File: config.mk
export PLATFORM = sky130hd
export DESIGN_NAME = pipelined_subtractor
export DESIGN_NICKNAME = d
export VERILOG_FILES = /design/src/rtl/pipelined_subtractor.sv
export SDC_FILE = /design/constraint.sdc
export NUM_CORES = 1
export LEC_CHECK = 0
export ABC_AREA = 1
export CORE_MARGIN = 2
export CORE_UTILIZATION = 45
export DETAILED_ROUTE_END_ITERATION = 7
export PLACE_DENSITY = 0.65
export SYNTH_ARGS = -nofsm -noshare
export SYNTH_HDL_FRONTEND = slang
export SYNTH_SLANG_ARGS = --single-unit
File: constraint.sdc
create_clock -name clk -period 1.2 [get_ports clk]
set_input_delay 0.24 -clock clk [delete_from_list [all_inputs] [get_ports clk]]
set_output_delay 0.24 -clock clk [all_outputs]
set_load 0.005 [all_outputs]
File: src/rtl/pipelined_subtractor.sv
// Pipelined 32-bit subtractor: a - b is formed as a + ~b + 1 through a
// Kogge-Stone style parallel-prefix carry network (spans 1, 2, 4, 8, 16).
// There are six register banks: one after each prefix level, then the
// output register. A result is visible after the sixth enabled rising edge,
// counting the edge that samples the operands as the first. The carry-in of
// 1 is folded into bit 0 before the first level, so after span 16 every
// group-generate term is the carry out of its bit.
module pipelined_subtractor #(
  parameter int DATA_W = 32
) (
  input  logic              clk,
  input  logic              clear,
  input  logic              en,
  input  logic              in_valid,
  input  logic [DATA_W-1:0] a,
  input  logic [DATA_W-1:0] b,
  output logic              out_valid,
  output logic [DATA_W-1:0] diff,
  output logic              borrow,
  output logic              ovf
);

  // Group generate after one prefix level of the given span.
  function automatic logic [DATA_W-1:0] prefix_g(input logic [DATA_W-1:0] g,
                                                 input logic [DATA_W-1:0] p,
                                                 input int span);
    return g | (p & (g << span));
  endfunction

  // Group propagate after one prefix level; bits below span keep their value.
  function automatic logic [DATA_W-1:0] prefix_p(input logic [DATA_W-1:0] p,
                                                 input int span);
    logic [DATA_W-1:0] low_mask;
    low_mask = ~({DATA_W{1'b1}} << span);
    return p & ((p << span) | low_mask);
  endfunction

  // Final sum formation: {ovf, borrow, diff} from fully resolved carries.
  function automatic logic [DATA_W+1:0] sum_form(input logic [DATA_W-1:0] g,
                                                 input logic [DATA_W-1:0] p,
                                                 input logic sa,
                                                 input logic sb);
    logic [DATA_W-1:0] s;
    logic              o;
    s = p ^ {g[DATA_W-2:0], 1'b1};
    o = (sa != sb) && (s[DATA_W-1] != sa);
    return {o, ~g[DATA_W-1], s};
  endfunction

  logic [DATA_W-1:0] b_n, p_in, g_in, pp_in;

  logic              vld_p1, vld_p2, vld_p3, vld_p4, vld_p5;
  logic [DATA_W-1:0] g_p1, g_p2, g_p3, g_p4, g_p5;
  logic [DATA_W-1:0] pp_p1, pp_p2, pp_p3, pp_p4;
  logic [DATA_W-1:0] pr_p1, pr_p2, pr_p3, pr_p4, pr_p5;
  logic              sa_p1, sa_p2, sa_p3, sa_p4, sa_p5;
  logic              sb_p1, sb_p2, sb_p3, sb_p4, sb_p5;
  logic [DATA_W+1:0] res_p5;

  // Bitwise generate/propagate of a + ~b, with carry-in 1 absorbed into bit 0.
  always_comb begin
    b_n      = ~b;
    p_in     = a ^ b_n;
    g_in     = a & b_n;
    g_in[0]  = g_in[0] | p_in[0];
    pp_in    = p_in;
    pp_in[0] = 1'b0;
  end

  // Sum, borrow and overflow from stage-5 values only.
  always_comb begin
    res_p5 = sum_form(g_p5, pr_p5, sa_p5, sb_p5);
  end

  // Six-bank pipeline; clear flushes everything, en=0 freezes everything.
  always_ff @(posedge clk) begin
    if (clear) begin
      vld_p1 <= 1'b0; vld_p2 <= 1'b0; vld_p3 <= 1'b0; vld_p4 <= 1'b0; vld_p5 <= 1'b0;
      g_p1 <= '0; g_p2 <= '0; g_p3 <= '0; g_p4 <= '0; g_p5 <= '0;
      pp_p1 <= '0; pp_p2 <= '0; pp_p3 <= '0; pp_p4 <= '0;
      pr_p1 <= '0; pr_p2 <= '0; pr_p3 <= '0; pr_p4 <= '0; pr_p5 <= '0;
      sa_p1 <= 1'b0; sa_p2 <= 1'b0; sa_p3 <= 1'b0; sa_p4 <= 1'b0; sa_p5 <= 1'b0;
      sb_p1 <= 1'b0; sb_p2 <= 1'b0; sb_p3 <= 1'b0; sb_p4 <= 1'b0; sb_p5 <= 1'b0;
      out_valid <= 1'b0;
      diff      <= '0;
      borrow    <= 1'b0;
      ovf       <= 1'b0;
    end else if (en) begin
      // stage 1: prefix span 1
      vld_p1 <= in_valid;
      g_p1   <= prefix_g(g_in, pp_in, 1);
      pp_p1  <= prefix_p(pp_in, 1);
      pr_p1  <= p_in;
      sa_p1  <= a[DATA_W-1];
      sb_p1  <= b[DATA_W-1];
      // stage 2: prefix span 2
      vld_p2 <= vld_p1;
      g_p2   <= prefix_g(g_p1, pp_p1, 2);
      pp_p2  <= prefix_p(pp_p1, 2);
      pr_p2  <= pr_p1;
      sa_p2  <= sa_p1;
      sb_p2  <= sb_p1;
      // stage 3: prefix span 4
      vld_p3 <= vld_p2;
      g_p3   <= prefix_g(g_p2, pp_p2, 4);
      pp_p3  <= prefix_p(pp_p2, 4);
      pr_p3  <= pr_p2;
      sa_p3  <= sa_p2;
      sb_p3  <= sb_p2;
      // stage 4: prefix span 8
      vld_p4 <= vld_p3;
      g_p4   <= prefix_g(g_p3, pp_p3, 8);
      pp_p4  <= prefix_p(pp_p3, 8);
      pr_p4  <= pr_p3;
      sa_p4  <= sa_p3;
      sb_p4  <= sb_p3;
      // stage 5: prefix span 16, carries fully resolved so no propagate kept
      vld_p5 <= vld_p4;
      g_p5   <= prefix_g(g_p4, pp_p4, 16);
      pr_p5  <= pr_p4;
      sa_p5  <= sa_p4;
      sb_p5  <= sb_p4;
      // stage 6: output register, zeroed for bubbles
      out_valid <= vld_p5;
      diff      <= vld_p5 ? res_p5[DATA_W-1:0] : '0;
      borrow    <= vld_p5 & res_p5[DATA_W];
      ovf       <= vld_p5 & res_p5[DATA_W+1];
    end
  end

endmodule

Word level (Yosys, flattened, before mapping)

Index checks and enable logic that the tools add are counted.

Register bits after elaboration: 498
Input port bits: 68
Output and inout bits: 35

Equal/unequal tests: 2
Mux-type cells: 1
Bitwise logic cells: 22
Reductions and logical operators: 1

Operators by type and width:

| operator          | count |
|---|---|
| $and 32x32->32    | 10 |
| $or 32x32->32     | 5 |
| $xor 32x32->32    | 2 |
| $mux 32           | 1 |
| $not 32->32       | 1 |
| $and 1x1->1       | 2 |
| $ne 1x1->1        | 2 |
| $logic_and 1x1->1 | 1 |
| $not 1->1         | 1 |
| $or 1x1->1        | 1 |

Depth between registers and ports, before layout

Gate-level depths: netlist (run 1).

Word-level depth: 5
Mapped depth: 7

Worst setup path before layout (run 1)

Ideal clock, no wire load.

Path type: input -> register
Start: in clear
End: reg g_p1[1]
Setup time: 128 ps
Arrival: 1,026 ps
Required time: 1,072 ps
Path slack: 47 ps
Stages on the path: 4
Buffers on the path: 3
Path through: buf_2 > clkbuf_1 > clkbuf_1 > nor2_1

RTL lines:

| item                   | RTL line | source |
|---|---|---|
| start: declaration     | 12       | `input logic clear,` |
| end signal: assignment | 91       | `g_p1 <= prefix_g(g_in, pp_in, 1);` |
| end: declaration       | 53       | `logic [DATA_W-1:0] g_p1, g_p2, g_p3, g_p4, g_p5;` |

No word-level cell between the ends.

Worst setup path in the final report (run 1)

Start: reg diff[13]
End: out diff[13]

RTL lines:

| item                     | RTL line | source |
|---|---|---|
| start: declaration       | 18       | `output logic [DATA_W-1:0] diff,` |
| start signal: assignment | 125      | `diff <= vld_p5 ? res_p5[DATA_W-1:0] : '0;` |

No word-level cell between the ends.

==> results of run 1 <==
==> cell type report <==
cell class,count,area [sq um],area share
sequential,468,9420,0.433
multi-input combinational,1573,7260,0.334
timing repair buffer,260,2670,0.123
clock buffer,73,1390,0.0641
tap,518,648,0.0298
inverter,62,243,0.0112
clock inverter,12,114,0.00524
==> per-layer routing <==
layer,global-route usage,vias up
li1,-,7868
met4,0.0512,0
met3,0.0329,48
met2,0.357,385
met5,0,-
met1,0.331,7342
==> layout by cell type, fill, tap and decap left out <==
master	instances
a221oi_1	6
clkbuf_1	14
a21oi_2	2
nand3_1	147
clkbuf_8	13
clkinvlp_4	1
a22oi_1	1
o21ai_2	2
clkbuf_16	47
clkinv_4	1
a2bb2oi_1	1
buf_4	117
clkdlybuf4s50_1	65
nand2_1	375
buf_6	23
o21ai_1	24
dfxtp_1	433
clkinv_8	2
a31oi_1	52
inv_1	60
or2_0	1
buf_8	1
nor2_1	395
ha_1	32
buf_2	13
dlygate4sd3_1	1
buf_12	39
inv_4	1
dfxtp_2	34
a21oi_1	335
o21ai_0	200
dfxtp_4	1
bufinv_16	1
inv_8	1
clkinv_2	7
==> flip-flops by register name, summed over array words and instances, names as in the netlist, 16 cells and up <==
signal / cells
pp_p2: 28
g_p5: 32
g_p1: 32
g_p4: 32
diff: 32
pr_p2: 32
pr_p5: 32
g_p3: 32
pr_p1: 32
pp_p3: 24
g_p2: 32
pp_p1: 30
pr_p3: 32
pr_p4: 32
pp_p4: 16
==> report_power, final <==
part	internal (uW)	leakage, uW	switching (uW)
combinational	1390	0.00387	1730
sequential	16200	0.00385	499
clock	8210	0.000742	6010
==> cells by family (layout without fill, tap and decap cells) <==
family	count (synthesis)	in the layout	synth area share
simple gates	918	918	0.206
compound gates	623	623	0.182
flops	468	468	0.532
buf+inv	221	407	0.0575
fa+ha+maj	32	32	0.0227
==> per-stage QoR <==
stage / TNS, ns / instance area [sq um] / total power, uW / hold WS [ns] / util
detailed placement: -26.02 / 20100 / 20100 / 0.443 / 0.520
floorplan: 0 / 17600 / 18700 / 0.375 / -
finish: -0.823 / 21700 / 34100 / 0.162 / 0.563
global placement: -24.43 / 20100 / 20100 / 0.443 / 0.520
global route: -1.95 / 21700 / 35300 / 0.157 / 0.563
CTS: -1.63 / 21600 / 34200 / 0.136 / 0.560
==> timing repair <==
action	CTS	global route
hold buffers	1	0
endpoints found under the hold margin	1	0
gates resized for setup	186	20
setup buffers	10	3
setup endpoints to repair	35	42
==> worst paths after layout <==
check	startpoint	to	slack [ns]	cells after the start
worst max-delay path	diff[13]	diff[13]	-0.07	1
worst min-delay path	en	g_p4[23]	0.16	3
worst max register to register	vld_p5	diff[30]	0.06	5
worst min register to register	pp_p4[31]	g_p5[31]	0.46	2
==> out/qor.yml, run 1 <==
sta:
  skew_ns: 0.0257
  rsz0062_at_grt: "yes"
  timing.final.ws_setup_ns: -0.0741
  worstMarginPinSlew_ns: 0.372
  setup_violations: 35
  period_needed_ns: 1.27
  post-route-period-util: 1.06
  relSlewSlack: 0.751
  fmax_mhz: 785
  finalHoldViolations: 0
  slew_viol_final: 0
worst_setup_path:
  slowest_stage: "dfxtp_2"
  cp.required_ns: 0.96
  cp-end-kind: "output port"
  worstSetupPathType: "reg2out"
  max_stage_delay_ns: 0.36
  critPathMaxFanout: 2
  cp-start-kind: "flip-flop"
  path_buf_inv: 1
  cp_top_family: "flip-flops"
  path_cells: "buf_2"
  cp.arrival_ns: 1.03
floorplanning:
  die_h_um: 202
  dieWidth_um: 202
  core_region_area_sq_mm: 0.0386
  start_util: 0.456
  dieArea_sq_mm: 0.0408
  rows: 72
  io_pins: 103
grt:
  grt_max_degree: 67
  grt_remaining_overflow: 0
  antenna_found_initial: 0
  grt_pass1_vias: 14208
  grt_usage: 0.227
  grt_pass1_wl_mm: 76.1
yosys:
  ys_top_cells_by_area: "dfxtp_1, a21oi_1, nor2_1"
  yosys.cell_count.top_type: "dfxtp_1"
  synth_area_leader_cell: "dfxtp_1"
  yosys-top-cells-count: "dfxtp_1, nor2_1, nand2_1"
  syn_inst: 2262
  yosysTopAreaCellShare: 0.532
  syn_area_per_cell_sq_um: 7.79
  ys_types: 20
  ys_seq_elements: 468
  syn_area_sq_mm: 0.0176
  synth-main-ff-cell: "dfxtp_1"
  synth-seq-area-share: 0.532
  synth_async_sr_flop_share: 0
  ys_warn_count: 0
  syn_nets: 2362
  synth-edff-count: 0
routing:
  drt_iter0_markers: 1355
  highest_layer: "met4"
  ant_nets: 0
  vias: 15643
  wl_per_cell_um: 16.0
  met1Wirelength_mm: 22.8
  drt_first_pass_iters: 7
  drc: 0
  met2_length_mm: 21.6
  wl_mm: 47.4
  wl_met3_mm: 2.39
  via_per_inst: 5.27
clock_tree:
  root_buffer: "clkbuf_16"
  path_clk_slew_ns: 0.06
  clock_latency_ns: 0.56
  cts_tree: "yes"
  cts_made_buffers: 46
  htree_levels: 2
  clock_sinks: 468
  cts.path.max_buffers: 3
placed_design:
  port_buffers: 102
  gp_congestion: 0.848
  dp_slack_ns: -0.336
  dp.final_hpwl_mm: 33.2
  dp.cells: 2867
pwr:
  vdd_drop_max_mv: 0.933
  powerDensity_mw_per_mm2: 1570
  leakagePower_uw: 0.00846
cells_and_area:
  synthToLayoutAreaGrowth_pct: 23.4
  fillerInstances: 3585
  n_antenna_cell: 0
  final_net_count: 2511
  final_layout_size_suffix_gt1_frac: 0.125
  final_cell_count_no_fill: 2966
run:
  cap_violations: 0
run_status:
  outcome: "finished, violations left"
  violations: "negative setup slack"
min_path:
  min-delay-path-class: "in2reg"
Power figures use the tool's default switching activity.
==> inputs of run 2 (changes only) <==
Settings changed: CORE_UTILIZATION 45 to 40, CTS_BUF_LIST set to sky130_fd_sc_hd__clkbuf_4, PLACE_DENSITY 0.65 to not set.
==> run 2 against run 1 <==
- clock-buffer cell count is 90 higher
- the run still ends with negative setup slack left
- via count is 2.2% higher
- total power is 3.2% lower
- critical path type unchanged
==> out/qor.yml, run 2 (synthesized netlist as in run 1, its figures left out) <==
worst_setup_path:
  max_stage_delay_ns: 0.35  # was 0.36 ns
  slowest_stage: "dfxtp_2"  # unchanged
  cp_top_family: "flip-flops"  # unchanged
  path_buf_inv: 1  # unchanged
  r2r_start: "vld_p5"  # unchanged
  cp-end-kind: "output port"  # unchanged
  cp.required_ns: 0.96  # about the same
  path_cells: "buf_6"  # was buf_2
  worstSetupPathType: "reg2out"  # unchanged
  critPathMaxFanout: 2  # unchanged
  cp.arrival_ns: 1.24  # was 1.03 ns
  critPathLaunch: "diff[10]"  # was diff[13]
  cp-start-kind: "flip-flop"  # unchanged
floorplanning:
  rows: 76  # was 72
  core_region_area_sq_mm: 0.0433  # was 0.0386 sq mm
  dieWidth_um: 214  # was 202 um
  dieArea_sq_mm: 0.0458  # was 0.0408 sq mm
  start_util: 0.407  # was 0.456
  io_pins: 103  # unchanged
  die_h_um: 214  # was 202 um
placed_design:
  dp.final_hpwl_mm: 33.5  # was 33.2 mm
  gp_congestion: 0.815  # was 0.848
  port_buffers: 102  # unchanged
sta:
  slew_viol_final: 0  # unchanged
  post-route-period-util: 1.24  # was 1.06
  worstMarginPinSlew_ns: 0.467  # was 0.372 ns
  finalHoldViolations: 0  # unchanged
  period_needed_ns: 1.48  # was 1.27 ns
  fmax_mhz: 674  # was 785 MHz
  rsz0062_at_grt: "yes"  # unchanged
  relSlewSlack: 0.685  # was 0.751
  skew_ns: 0.0531  # was 0.0257 ns
  setup_violations: 35  # unchanged
  timing.final.ws_setup_ns: -0.283  # was -0.0741 ns
cells_and_area:
  fillerInstances: 4280  # was 3585
  synthToLayoutAreaGrowth_pct: 23.9  # was 23.4%
  layout_commonest_cell: "dfxtp_1"  # unchanged
  final_cell_mix: "dfxtp_1, nor2_1, nand2_1, a21oi_1, o21ai_0"  # unchanged
  final_layout_size_suffix_gt1_frac: 0.156  # was 0.125
  fin_util: 0.505  # was 0.563
  multi_input_area_sq_mm: 0.00728  # was 0.00726 sq mm
  final_net_count: 2574  # was 2511
  register_area_sq_mm: 0.00941  # was 0.00942 sq mm
grt:
  grt_remaining_overflow: 0  # unchanged
  grt_pass1_wl_mm: 78.1  # was 76.1 mm
  grt_usage: 0.208  # was 0.227
  grt_max_degree: 69  # was 67
  grt_pass1_vias: 14748  # was 14208
  antenna_found_initial: 1  # was 0
min_path:
  min_from: "a[31]"  # was en
  min-delay-path-class: "in2reg"  # unchanged
clock_tree:
  cts_tree: "yes"  # unchanged
  path_clk_slew_ns: 0.07  # was 0.06 ns
  cts_made_buffers: 117  # was 46
  htree_levels: 3  # was 2
  cts.path.max_buffers: 3  # unchanged
  root_buffer: "clkbuf_4"  # was clkbuf_16
  clock_latency_ns: 0.81  # was 0.56 ns
  clock_sinks: 468  # unchanged
run_status:
  violations: "negative setup slack"  # unchanged
  outcome: "finished, violations left"  # unchanged
routing:
  wl_per_cell_um: 15.4  # was 16.0 um
  vias: 15986  # was 15643
  drc: 0  # unchanged
  ant_nets: 0  # unchanged
  drt_first_pass_iters: 5  # was 7
  drt_iter0_markers: 1211  # was 1355
  via_per_inst: 5.08  # was 5.27
  wl_mm: 48.6  # was 47.4 mm
pwr:
  powerDensity_mw_per_mm2: 1510  # was 1570 mW/mm^2
  p_total_uw: 33000  # was 34100 uW
  vdd_drop_max_mv: 0.629  # was 0.933 mV
  leakagePower_uw: 0.00858  # was 0.00846 uW
run:
  cap_violations: 0  # unchanged
## run 2: cell types whose count changed in the layout (fill, tap and decap cells not counted), moves of 3 or more
cell,delta
buf_6,+11
buf_2,-10
buf_4,-11
clkinv_1,+35
clkbuf_16,-46
o21ai_0,+4
buf_12,-4
o21ai_1,-3
dlygate4sd3_1,+3
clkbuf_8,-12
inv_2,+3
clkbuf_4,+163
clkbuf_1,-14
clkinv_2,-4
## run 2: worst paths after layout
path              endpoint  slack, ns  depth (start not counted)
setup reg to reg   diff[1]       0.01                          5
setup / recovery  diff[10]      -0.28                          1
hold reg to reg   g_p5[19]       0.45                          2
hold / removal       sa_p1       0.11                          3
## run 2: where the power goes
group | switching (uW) | internal [uW] | total, uW
Sequential | 508 | 16200 | 16700
Combinational | 1710 | 1370 | 3080
Clock | 6270 | 6890 | 13200
Total | 8490 | 24500 | 33000
## run 2: metal layers
metal,routed length [um],global-route usage
met1,23400,0.296
met2,21400,0.314
met3,2720,0.0358
met4,1110,0.0753
met5,0,0
## run 2: through the flow
step                hold WS, ns  cell area (sq um)  TNS [ns]  setup WS, ns  std cells
floorplan                 0.375              17600         0        0.0469       2262
global placement          0.441              20000    -28.40        -0.382       2917
detailed placement        0.446              20000    -30.85        -0.348       2917
CTS                      0.0359              21600    -11.53        -0.356       3138
global route             0.0938              21800    -11.27        -0.371       3148
finish                    0.111              21800     -8.50        -0.283       3148
## run 2: what timing repair did
| action | 4_1_cts | 5_1_grt |
|---|---|---|
| resized for setup | 194 | 27 |
| endpoints found under the setup margin | 38 | 52 |
| hold buffers | 4 | 0 |
| endpoints found under the hold margin | 124 | 0 |
| gates cloned | 1 | 1 |
| setup buffers | 9 | 8 |
| pin swaps | 1 | 4 |
## run 2: area by class of cell
cell class              instances  share of cell area
clock inverters                44              0.0113
well taps                     585              0.0335
flip-flops and latches        468               0.431
multi-input cells            1573               0.333
clock buffers                 163              0.0560
inverters                      62              0.0113
diodes                          1            0.000115
repair buffers                252               0.123
==> inputs of run 3 (changes only) <==
Settings changed: CORE_UTILIZATION 40 to 35.
==> run 3 against run 2 <==
- the run still ends with negative setup slack left
- register-to-register slack better by 0.04 ns
- routed wire length up 0.99%
- flip-flop and latch count unchanged
- clock skew up 0.0082 ns
- first-iteration DRC count down 6.3%
==> out/qor.yml, run 3 (synthesized netlist as in run 1, its figures left out) <==
run_status:
  outcome: "finished, violations left"  # unchanged
  violations: "negative setup slack"  # unchanged
floorplanning:
  start_util: 0.353  # was 0.407
  io_pins: 103  # unchanged
  core_region_area_sq_mm: 0.0500  # was 0.0433 sq mm
  dieArea_sq_mm: 0.0522  # was 0.0458 sq mm
  die_h_um: 228  # was 214 um
  dieWidth_um: 228  # was 214 um
  rows: 82  # was 76
sta:
  post-route-period-util: 1.28  # was 1.24
  relSlewSlack: 0.736  # was 0.685
  fmax_mhz: 650  # was 674 MHz
  setup_violations: 35  # unchanged
  worstMarginPinSlew_ns: 0.396  # was 0.467 ns
  skew_ns: 0.0614  # was 0.0531 ns
  worst_hold_slack_ns: 0.0961  # was 0.111 ns
  finalHoldViolations: 0  # unchanged
  slew_viol_final: 0  # unchanged
  rsz0062_at_grt: "yes"  # unchanged
  period_needed_ns: 1.54  # was 1.48 ns
  timing.final.ws_setup_ns: -0.338  # was -0.283 ns
pwr:
  combPwrFrac: 0.095  # was 0.093
  leakagePower_uw: 0.00858  # about the same
  power.switching_uw: 8390  # was 8490 uW
  pwr-share-clk: 0.389  # was 0.399
  vdd_drop_max_mv: 0.549  # was 0.629 mV
  powerDensity_mw_per_mm2: 1480  # was 1510 mW/mm^2
  seqPwrFrac: 0.516  # was 0.508
  p_int_uw: 24100  # was 24500 uW
  switching_share: 0.259  # was 0.257
  p_total_uw: 32500  # was 33000 uW
worst_setup_path:
  cp-start-kind: "flip-flop"  # unchanged
  cp-end-kind: "output port"  # unchanged
  max_stage_delay_ns: 0.36  # was 0.35 ns
  worstSetupPathType: "reg2out"  # unchanged
  path_buf_inv: 1  # unchanged
  r2r_setup_slack_ns: 0.05  # was 0.01 ns
  critPathMaxFanout: 2  # unchanged
  r2r_cells: 5  # unchanged
  r2r-end: "diff[23]"  # was diff[1]
  slowest_stage: "dfxtp_4"  # was dfxtp_2
  cp.required_ns: 0.96  # about the same
  cp_top_family: "flip-flops"  # unchanged
  cp.arrival_ns: 1.30  # was 1.24 ns
  r2r_start: "vld_p5"  # unchanged
  path_cells: "buf_6"  # unchanged
routing:
  drt_iter0_markers: 1135  # was 1211
  vias: 16012  # was 15986
  wl_per_cell_um: 15.2  # was 15.4 um
  wl_mm: 49.1  # was 48.6 mm
  drt_first_pass_iters: 5  # unchanged
  ant_nets: 0  # unchanged
  drc: 0  # unchanged
  via_per_inst: 4.96  # was 5.08
clock_tree:
  clock_latency_ns: 0.85  # was 0.81 ns
  cts_made_buffers: 115  # was 117
  clock_sinks: 468  # unchanged
  path_clk_slew_ns: 0.07  # about the same
  htree_levels: 3  # unchanged
  root_buffer: "clkbuf_4"  # unchanged
  cts_tree: "yes"  # unchanged
  cts.path.max_buffers: 3  # unchanged
grt:
  grt_usage: 0.186  # was 0.208
  grt_pass1_vias: 15158  # was 14748
  grt_pass1_wl_mm: 79.7  # was 78.1 mm
  grt_max_degree: 86  # was 69
  grt_remaining_overflow: 0  # unchanged
  antenna_found_initial: 1  # unchanged
cells_and_area:
  fin_util: 0.438  # was 0.505
  final_layout_size_suffix_gt1_frac: 0.158  # was 0.156
  fillerInstances: 5105  # was 4280
  final_cell_count_no_fill: 3228  # was 3148
  synthToLayoutAreaGrowth_pct: 24.2  # was 23.9%
  layout_commonest_cell: "dfxtp_1"  # unchanged
  multi_input_area_sq_mm: 0.00725  # was 0.00728 sq mm
  final_cell_mix: "dfxtp_1, nor2_1, nand2_1, a21oi_1, o21ai_0"  # unchanged
  register_area_sq_mm: 0.00942  # was 0.00941 sq mm
  final_net_count: 2580  # was 2574
run:
  cap_violations: 0  # unchanged
min_path:
  min-delay-path-class: "in2reg"  # unchanged
  whs_path_depth: 4  # was 3
  hold-path-endpoint: "sb_p1"  # was sa_p1
  min_from: "b[31]"  # was a[31]
placed_design:
  dp.cells: 3013  # was 2917
  port_buffers: 102  # unchanged
  dp_slack_ns: -0.335  # was -0.348 ns
  dp.final_hpwl_mm: 34.1  # was 33.5 mm
  gp_congestion: 0.827  # was 0.815
==> run 3: changes by cell type in the layout (fill, tap and decap cells not counted), moves of 3 or more <==
cell	change
a21oi_1	+3
buf_12	+5
buf_4	+8
buf_6	-4
clkinv_1	-16
dfxtp_2	-3
dfxtp_4	+3
==> run 3: per-stage QoR <==
step | cell area [sq um] | TNS (ns)
after detailed placement | 20200 | -24.76
after CTS | 21700 | -13.51
after global placement | 20200 | -23.10
final | 21900 | -10.19
after global routing | 21900 | -13.11
after floorplan | 17600 | 0
==> run 3: final cells by class <==
class                   count  area share
flip-flops and latches    468       0.430
clock buffers             165      0.0566
clock inverters            27     0.00629
repair buffers            260       0.126
well taps                 672      0.0384
multi-input cells        1573       0.331
diodes                      1    0.000114
inverters                  62      0.0111
==> run 3: repair_timing <==
action                                  4_1_cts  5_1_grt
resized for setup                           193       19
pin swaps                                     0        0
buffers inserted                             10        8
hold buffers                                  3        0
hold endpoints to repair                    399        0
endpoints found under the setup margin       36       49
gates cloned                                  0        1
==> run 3: worst max path at each step <==
stage,from,endpoint,slack (ns),depth (start not counted)
final,diff[17],diff[17],-0.34,1
after global routing,diff[17],diff[17],-0.42,1
after floorplan,clear,g_p1[1],0.05,4
after global placement,b[30],g_p1[30],-0.34,7
after detailed placement,b[5],g_p1[5],-0.34,7
after CTS,diff[11],diff[11],-0.43,1
==> run 3: power groups by stage <==
stage          logic, uW  clock network (uW)  registers (uW)
6_report            3090               12600           16700
4_1_cts             3090               13000           16700
3_3_place_gp        3020                   0           17100
5_1_grt             3470               13800           16800
3_5_place_dp        3050                   0           17100
2_1_floorplan       1810                   0           16900
==> run 3: metal layers <==
metal	wire length (um)	track usage
met5	0	0
met4	1050	0.0703
met3	2350	0.0336
met2	21800	0.286
met1	23900	0.260
==> run 3: worst register-to-register path: cells and delay by family, from the launching register on <==
family / cells / cell delay (ns)
AOI/OAI and AO/OA: 3 / 0.36
DFF: 1 / 0.36
buffers and inverters: 1 / 0.16
and+or+nand+nor: 1 / 0.11
==> RTL change 1, RTL diff (settings of run 2) <==
`DATA_W`: 32 -> 48.
--- a/src/rtl/pipelined_subtractor.sv
+++ b/src/rtl/pipelined_subtractor.sv
@@ -8,3 +8,3 @@
 module pipelined_subtractor #(
-  parameter int DATA_W = 32
+  parameter int DATA_W = 48
 ) (
Ports: changed (resized a, b and diff); port bits go from 103 to 151. No check against the original RTL was run, so the function may have changed too.
==> RTL change 1 against run 2 <==
The flow still finishes with violations (negative setup slack). First-iteration DRC count grew 66%. Non-clock buffer count is 130 higher. Sequential power increased by 52%. Synthesized area rose by 51%. Final area rose by 51%. Setup slack worse by 0.22 ns. Routed wire length increased by 56%. Sequential cell count is 240 higher. Die area is 50% higher. Maximum frequency shrank 13%. Via count is 50% higher. Final cell count up 51%. Total power up 53%. Critical endpoint is now diff[18].
==> RTL change 1: results (changes against run 2) <==
Run status
  – Outcome: complete, but fails checks
  – Violated checks: negative setup slack

STA
  – Setup ws final: -0.500 ns (-0.217 ns)
  – Final setup fails: 51 (+46%)
  – Skew final: 0.0653 ns (+0.0122 ns)
  – Max_slew headroom: 66.7% (-1.9 points)
  – Sum Neg Setup Slack: -24.46 ns (-15.96 ns)

Setup path
  – Worst-path fanout max: 2 (unchanged)
  – Reg2reg end: diff[20]
  – Critical path endpoint: diff[18]
  – Delay-heaviest family, CP: flip-flops
  – Worst Setup SP: diff[18]
  – Reg2reg start: vld_p5
  – Arrival @ worst endpoint: 1.46 ns (+0.22 ns)
  – Largest stage delay on the critical path: 0.32 ns (-0.03 ns)
  – Critical path's slowest cell: dfxtp_2

Power
  – Maximum vdd drop: 0.794 mV (+26%)
  – Switching Fraction: 25.7% (-0.030 points)
  – Leak Pwr: 13.0 nW (+51%)

Clock network
  – H-tree depth: 4 (+1)
  – CTS Buf Count: 180 (+54%)
  – Worst skew pair latency: 1.03 ns (+0.22 ns)
  – Clk root buf: clkbuf_4

Place
  – Count of buffers from port buffering: 150 (+47%)
  – HPWL after DPL: 52500 um (+57%)
  – Setup WS pre-CTS: -0.464 ns (-0.116 ns)
  – Placed cell areas: 30400 um2 (+52%)
  – GPL Wtd Cong: 0.812 (-0.43%)
  – Placed insts: 4414 (+51%)

Synthesis
  – Synth unique cells: 19 (-5.0%)
  – Top post-synthesis cells by count: dfxtp_1, nor2_1, nand2_1
  – Avg Inst Size Synth: 7.76 um2 (-0.40%)
  – Largest cells by area after synthesis: dfxtp_1, a21oi_1, nor2_1, nand2_1, o21ai_0
  – FFs w/ async S/R, synth: 0% (unchanged)
  – Post-synthesis net count: 3585 (+52%)
  – Part of the Yosys area used for sequential elements: 53.1% (about the same)

Global route
  – Initial antenna violation count: 2 (+1)
  – Vias in the first global route: 22300 (+51%)
  – First-pass GRT wire length: 121000 um (+54%)
  – GRT Total Usage: 21.6% (+0.81 points)
  – Largest net degree at the start of global routing: 74 (+7.2%)

Drt
  – Initial DRC Count: 2013 (+66%)
  – Metal3 WL: 4100 um (+51%)
  – Routed length on met1: 38200 um (+63%)
  – Met2 WL post-DR: 32500 um (+52%)
  – Vias: 24000 (+50%)
  – DRT Wirelength: 75800 um (+56%)

Worst hold path
  – Hold path depth: 3 (unchanged)

Finish
  – Area Overhead vs Synth: 23.4%
  – # fillers: 6631 (+55%)
  – Post-route insts no fill: 4751 (+51%)
  – Nets@finish: 3907 (+52%)
  – Layout cells sized above 1: 16.0% (+0.47 points)
-- RTL change 1: cell types whose count changed after synthesis, sizes merged, moves of 37 or more --
cell and delta:
a21oi +188, buf +37, clkbuf +46, dfxtp +240, inv +40, nand2 +184
nand3 +89, nor2 +178, o21ai +137
-- RTL change 1: what timing repair did --
item	CTS	global route
setup buffers	8	10
cloned	0	1
resized for setup	274	24
hold endpoints to repair	708	0
setup endpoints to repair	76	74
hold buffers	8	0
pin swaps	0	2
-- RTL change 1: layout make-up --
cell class                      count  share of cell area, %
Antenna cell                        5                 0.0380
Timing Repair Buffer              382                   11.8
Clock buffer                      276                   6.29
Multi-Input combinational cell   2386                   33.5
Inverter                          101                   1.19
Sequential cell                   708                   43.3
Clock inverter                     29                  0.574
Tap cell                          864                   3.28
-- RTL change 1: worst min-delay path by stage --
stage / from / to / slack (ns)
3_5_place_dp: pr_p1[35] / pr_p1[35] / 0.45
6_report: a[47] / sa_p1 / 0.07
5_1_grt: a[47] / sa_p1 / 0.04
4_1_cts: b[18] / g_p1[18] / 0.005
3_3_place_gp: pr_p5[0] / pr_p5[0] / 0.45
2_1_floorplan: a[47] / sa_p1 / 0.37
-- RTL change 1: power groups by stage --
stage | logic (mW) | clock network (mW) | registers (mW)
final | 4.71 | 20.3 | 25.4
after detailed placement | 4.63 | 0 | 25.9
after global placement | 4.61 | 0 | 25.9
after global routing | 5.28 | 22.2 | 25.5
after floorplan | 2.73 | 0 | 25.5
after CTS | 4.69 | 20.9 | 25.4
-- RTL change 1: cell families (layout without fill, tap and decap cells) --
logic type | Yosys count | in the layout | share of synthesized area [%]
buffers and inverters | 343 | 788 | 5.57
and+or+nand+nor | 1369 | 1369 | 20.4
adders and majority gates | 48 | 48 | 2.25
other | 0 | 5 | 0
AOI/OAI and AO/OA | 969 | 969 | 18.7
DFF | 708 | 708 | 53.1
-- RTL change 1: metrics by stage --
step,hold slack [ns],power [mW]
CTS,0.00456,51.0
global route,0.0384,53.0
floorplan,0.375,28.3
global placement,0.446,30.5
finish,0.0713,50.4
detailed placement,0.452,30.5
-- RTL change 1: layer usage --
layer	track usage [%]	vias up
li1	-	12300
met1	32.1	11100
met2	31.3	543
met3	4.36	88
met4	6.30	0
met5	0	-
==> RTL change 2, RTL diff (config.mk and constraints of run 2) <==
Made on the original files. Register the inputs `clear`, `en`, `in_valid`, `a` and `b` before use, without a reset. The logic sees them one clock later.
--- a/src/rtl/pipelined_subtractor.sv
+++ b/src/rtl/pipelined_subtractor.sv
@@ -21,2 +21,16 @@
 );
+
+  logic clear_q;
+  logic en_q;
+  logic in_valid_q;
+  logic [DATA_W-1:0] a_q;
+  logic [DATA_W-1:0] b_q;
+
+  always_ff @(posedge clk) begin
+    clear_q    <= clear;
+    en_q       <= en;
+    in_valid_q <= in_valid;
+    a_q        <= a;
+    b_q        <= b;
+  end
 
@@ -61,5 +75,5 @@
   always_comb begin
-    b_n      = ~b;
-    p_in     = a ^ b_n;
-    g_in     = a & b_n;
+    b_n      = ~b_q;
+    p_in     = a_q ^ b_n;
+    g_in     = a_q & b_n;
     g_in[0]  = g_in[0] | p_in[0];
@@ -76,3 +90,3 @@
   always_ff @(posedge clk) begin
-    if (clear) begin
+    if (clear_q) begin
       vld_p1 <= 1'b0; vld_p2 <= 1'b0; vld_p3 <= 1'b0; vld_p4 <= 1'b0; vld_p5 <= 1'b0;
@@ -87,5 +101,5 @@
       ovf       <= 1'b0;
-    end else if (en) begin
+    end else if (en_q) begin
       // stage 1: prefix span 1
-      vld_p1 <= in_valid;
+      vld_p1 <= in_valid_q;
       g_p1   <= prefix_g(g_in, pp_in, 1);
@@ -93,4 +107,4 @@
       pr_p1  <= p_in;
-      sa_p1  <= a[DATA_W-1];
-      sb_p1  <= b[DATA_W-1];
+      sa_p1  <= a_q[DATA_W-1];
+      sb_p1  <= b_q[DATA_W-1];
       // stage 2: prefix span 2
Behaviour: no difference found for any inputs over 4 cycles, from zero or initial values; that may be too few to reach the edited logic, so the function may still have changed.
==> RTL change 2 against run 2 <==
The flow still finishes with violations (negative setup slack). Sequential cell count up 67. Routed wire length up 43%. Die area up 8.3%. Sequential power up 16%. Setup slack worse by 0.24 ns. Total power up 26%. Worst hold slack better by 0.12 ns. Clock power up 23%. Final area up 41%. Non-clock buffer count up 184. Synthesized area up 8.4%. Critical endpoint is now diff[28]. Highest routed layer unchanged.
==> RTL change 2: results (changes against run 2) <==
Setup path
  – Delay-heaviest family, CP: flip-flops
  – Largest stage delay on the critical path: 0.37 ns (+0.02 ns)
  – Reg2reg start: en_q
  – Worst Setup SP: diff[28]
  – Setup slack, reg-to-reg: -0.28 ns (-0.29 ns)
  – Critical path's slowest cell: dfxtp_4
  – Arrival @ worst endpoint: 1.48 ns (+0.24 ns)

Drt
  – Metal3 WL: 5100 um (+87%)
  – Routed length on met1: 27900 um (+19%)
  – Initial DRC Count: 1469 (+21%)
  – Vias: 19100 (+20%)
  – Met2 WL post-DR: 33200 um (+55%)
  – DRT Wirelength: 69400 um (+43%)
  – Drt wl/cell: 20.0 um (+29%)
  – Pre-antenna DRT Iters: 7 (+2)

Synthesis
  – Avg Inst Size Synth: 8.21 um2 (+5.3%)
  – Largest cells by area after synthesis: dfxtp_1, a21oi_1, nor2_1, nand2_1, o21ai_0
  – Synth Warn #: 0 (unchanged)
  – Post-synthesis adder-cell area fraction: 2.10% (-0.18 points)
  – Complex-gate fraction of the synthesized area: 17.0% (-1.2 points)
  – Part of the Yosys area used for sequential elements: 56.0% (+2.9 points)
  – Top post-synthesis cells by count: dfxtp_1, nor2_1, nand2_1
  – Post-synthesis net count: 2429 (+2.8%)
  – Synth unique cells: 21 (+5.0%)

STA
  – Final setup fails: 464 (+1200%)
  – Setup ws final: -0.525 ns (-0.241 ns)
  – Sum Neg Setup Slack: -65.88 ns (-57.38 ns)
  – Skew final: 0.0651 ns (+0.0119 ns)
  – Hold Slack: 0.235 ns (+0.124 ns)
  – Slew @ Worst Pin: 0.515 ns (+0.0484 ns)

Power
  – Leak Pwr: 12.0 nW (+40%)
  – Combinational power: 5.76 mW (+87%)
  – Clock share of power: 39.2% (-0.7 points)
  – Logic gate share of total power: 13.9% (+4.6 points)
  – Switching Fraction: 27.8% (+2.1 points)
  – Maximum vdd drop: 0.917 mV (+46%)

Place
  – Setup WS pre-CTS: -0.0664 ns (+0.282 ns)
  – Placed cell areas: 21400 um2 (+6.7%)
  – HPWL after DPL: 33700 um (+0.79%)
  – Placed insts: 3005 (+3.0%)
  – GPL Wtd Cong: 0.835 (+2.5%)

Finish
  – Layout cells sized above 1: 41.4% (+26 points)
  – # fillers: 3511 (-18%)
  – Nets@finish: 2855 (+11%)

Global route
  – First-pass GRT wire length: 95900 um (+23%)
  – Vias in the first global route: 17500 (+19%)
  – Met3 usage: 6.36% (+2.8 points)
  – Met1 GRT Util: 31.9% (+2.2 points)
  – Largest net degree at the start of global routing: 60 (-13%)
  – M2 GR Usage: 38.9% (+7.5 points)
  – GRT Total Usage: 24.4% (+3.6 points)
  – Initial antenna violation count: 2 (+1)

Clock network
  – CTS Buf Count: 142 (+21%)
  – Worst skew pair latency: 1.02 ns (+0.21 ns)
  – H-tree depth: 4 (+1)
  – Clk root buf: clkbuf_4

Run status
  – Violated checks: negative setup slack
  – Outcome: complete, but fails checks

Worst hold path
  – Hold Path Origin: a[23]
## RTL change 2: cell count changes after synthesis, moves of 6 or more
cell	change
dfxtp_1	+67
buf_2	-23
buf_4	+11
buf_6	+11
a221oi_1	-6
a221oi_2	+6
## RTL change 2: layout make-up
class	instances	area [um2]	share of cell area, %
clock inverters	38	235	0.766
well taps	615	769	2.51
repair buffers	436	6460	21.1
repair inverters	5	118	0.383
inverters	60	259	0.844
clock buffers	203	1520	4.96
diodes	4	10.0	0.0326
multi-input cells	1575	10500	34.4
flip-flops and latches	535	10800	35.1
## RTL change 2: path summary, 6_finish.rpt
kind / endpoint / cells past startpoint
worst max register to register: g_p4[21] / 7
worst min-delay path: a_q[23] / 2
worst max-delay path: diff[28] / 1
worst min register to register: pr_p4[21] / 2
## RTL change 2: timing repair
item                       CTS  global route
buffers inserted            47            24
hold endpoints to repair    67             0
resized for setup          719           677
hold buffers                67             0
setup endpoints to repair  331           497
cloned                      69            31
pin swaps                  101           202
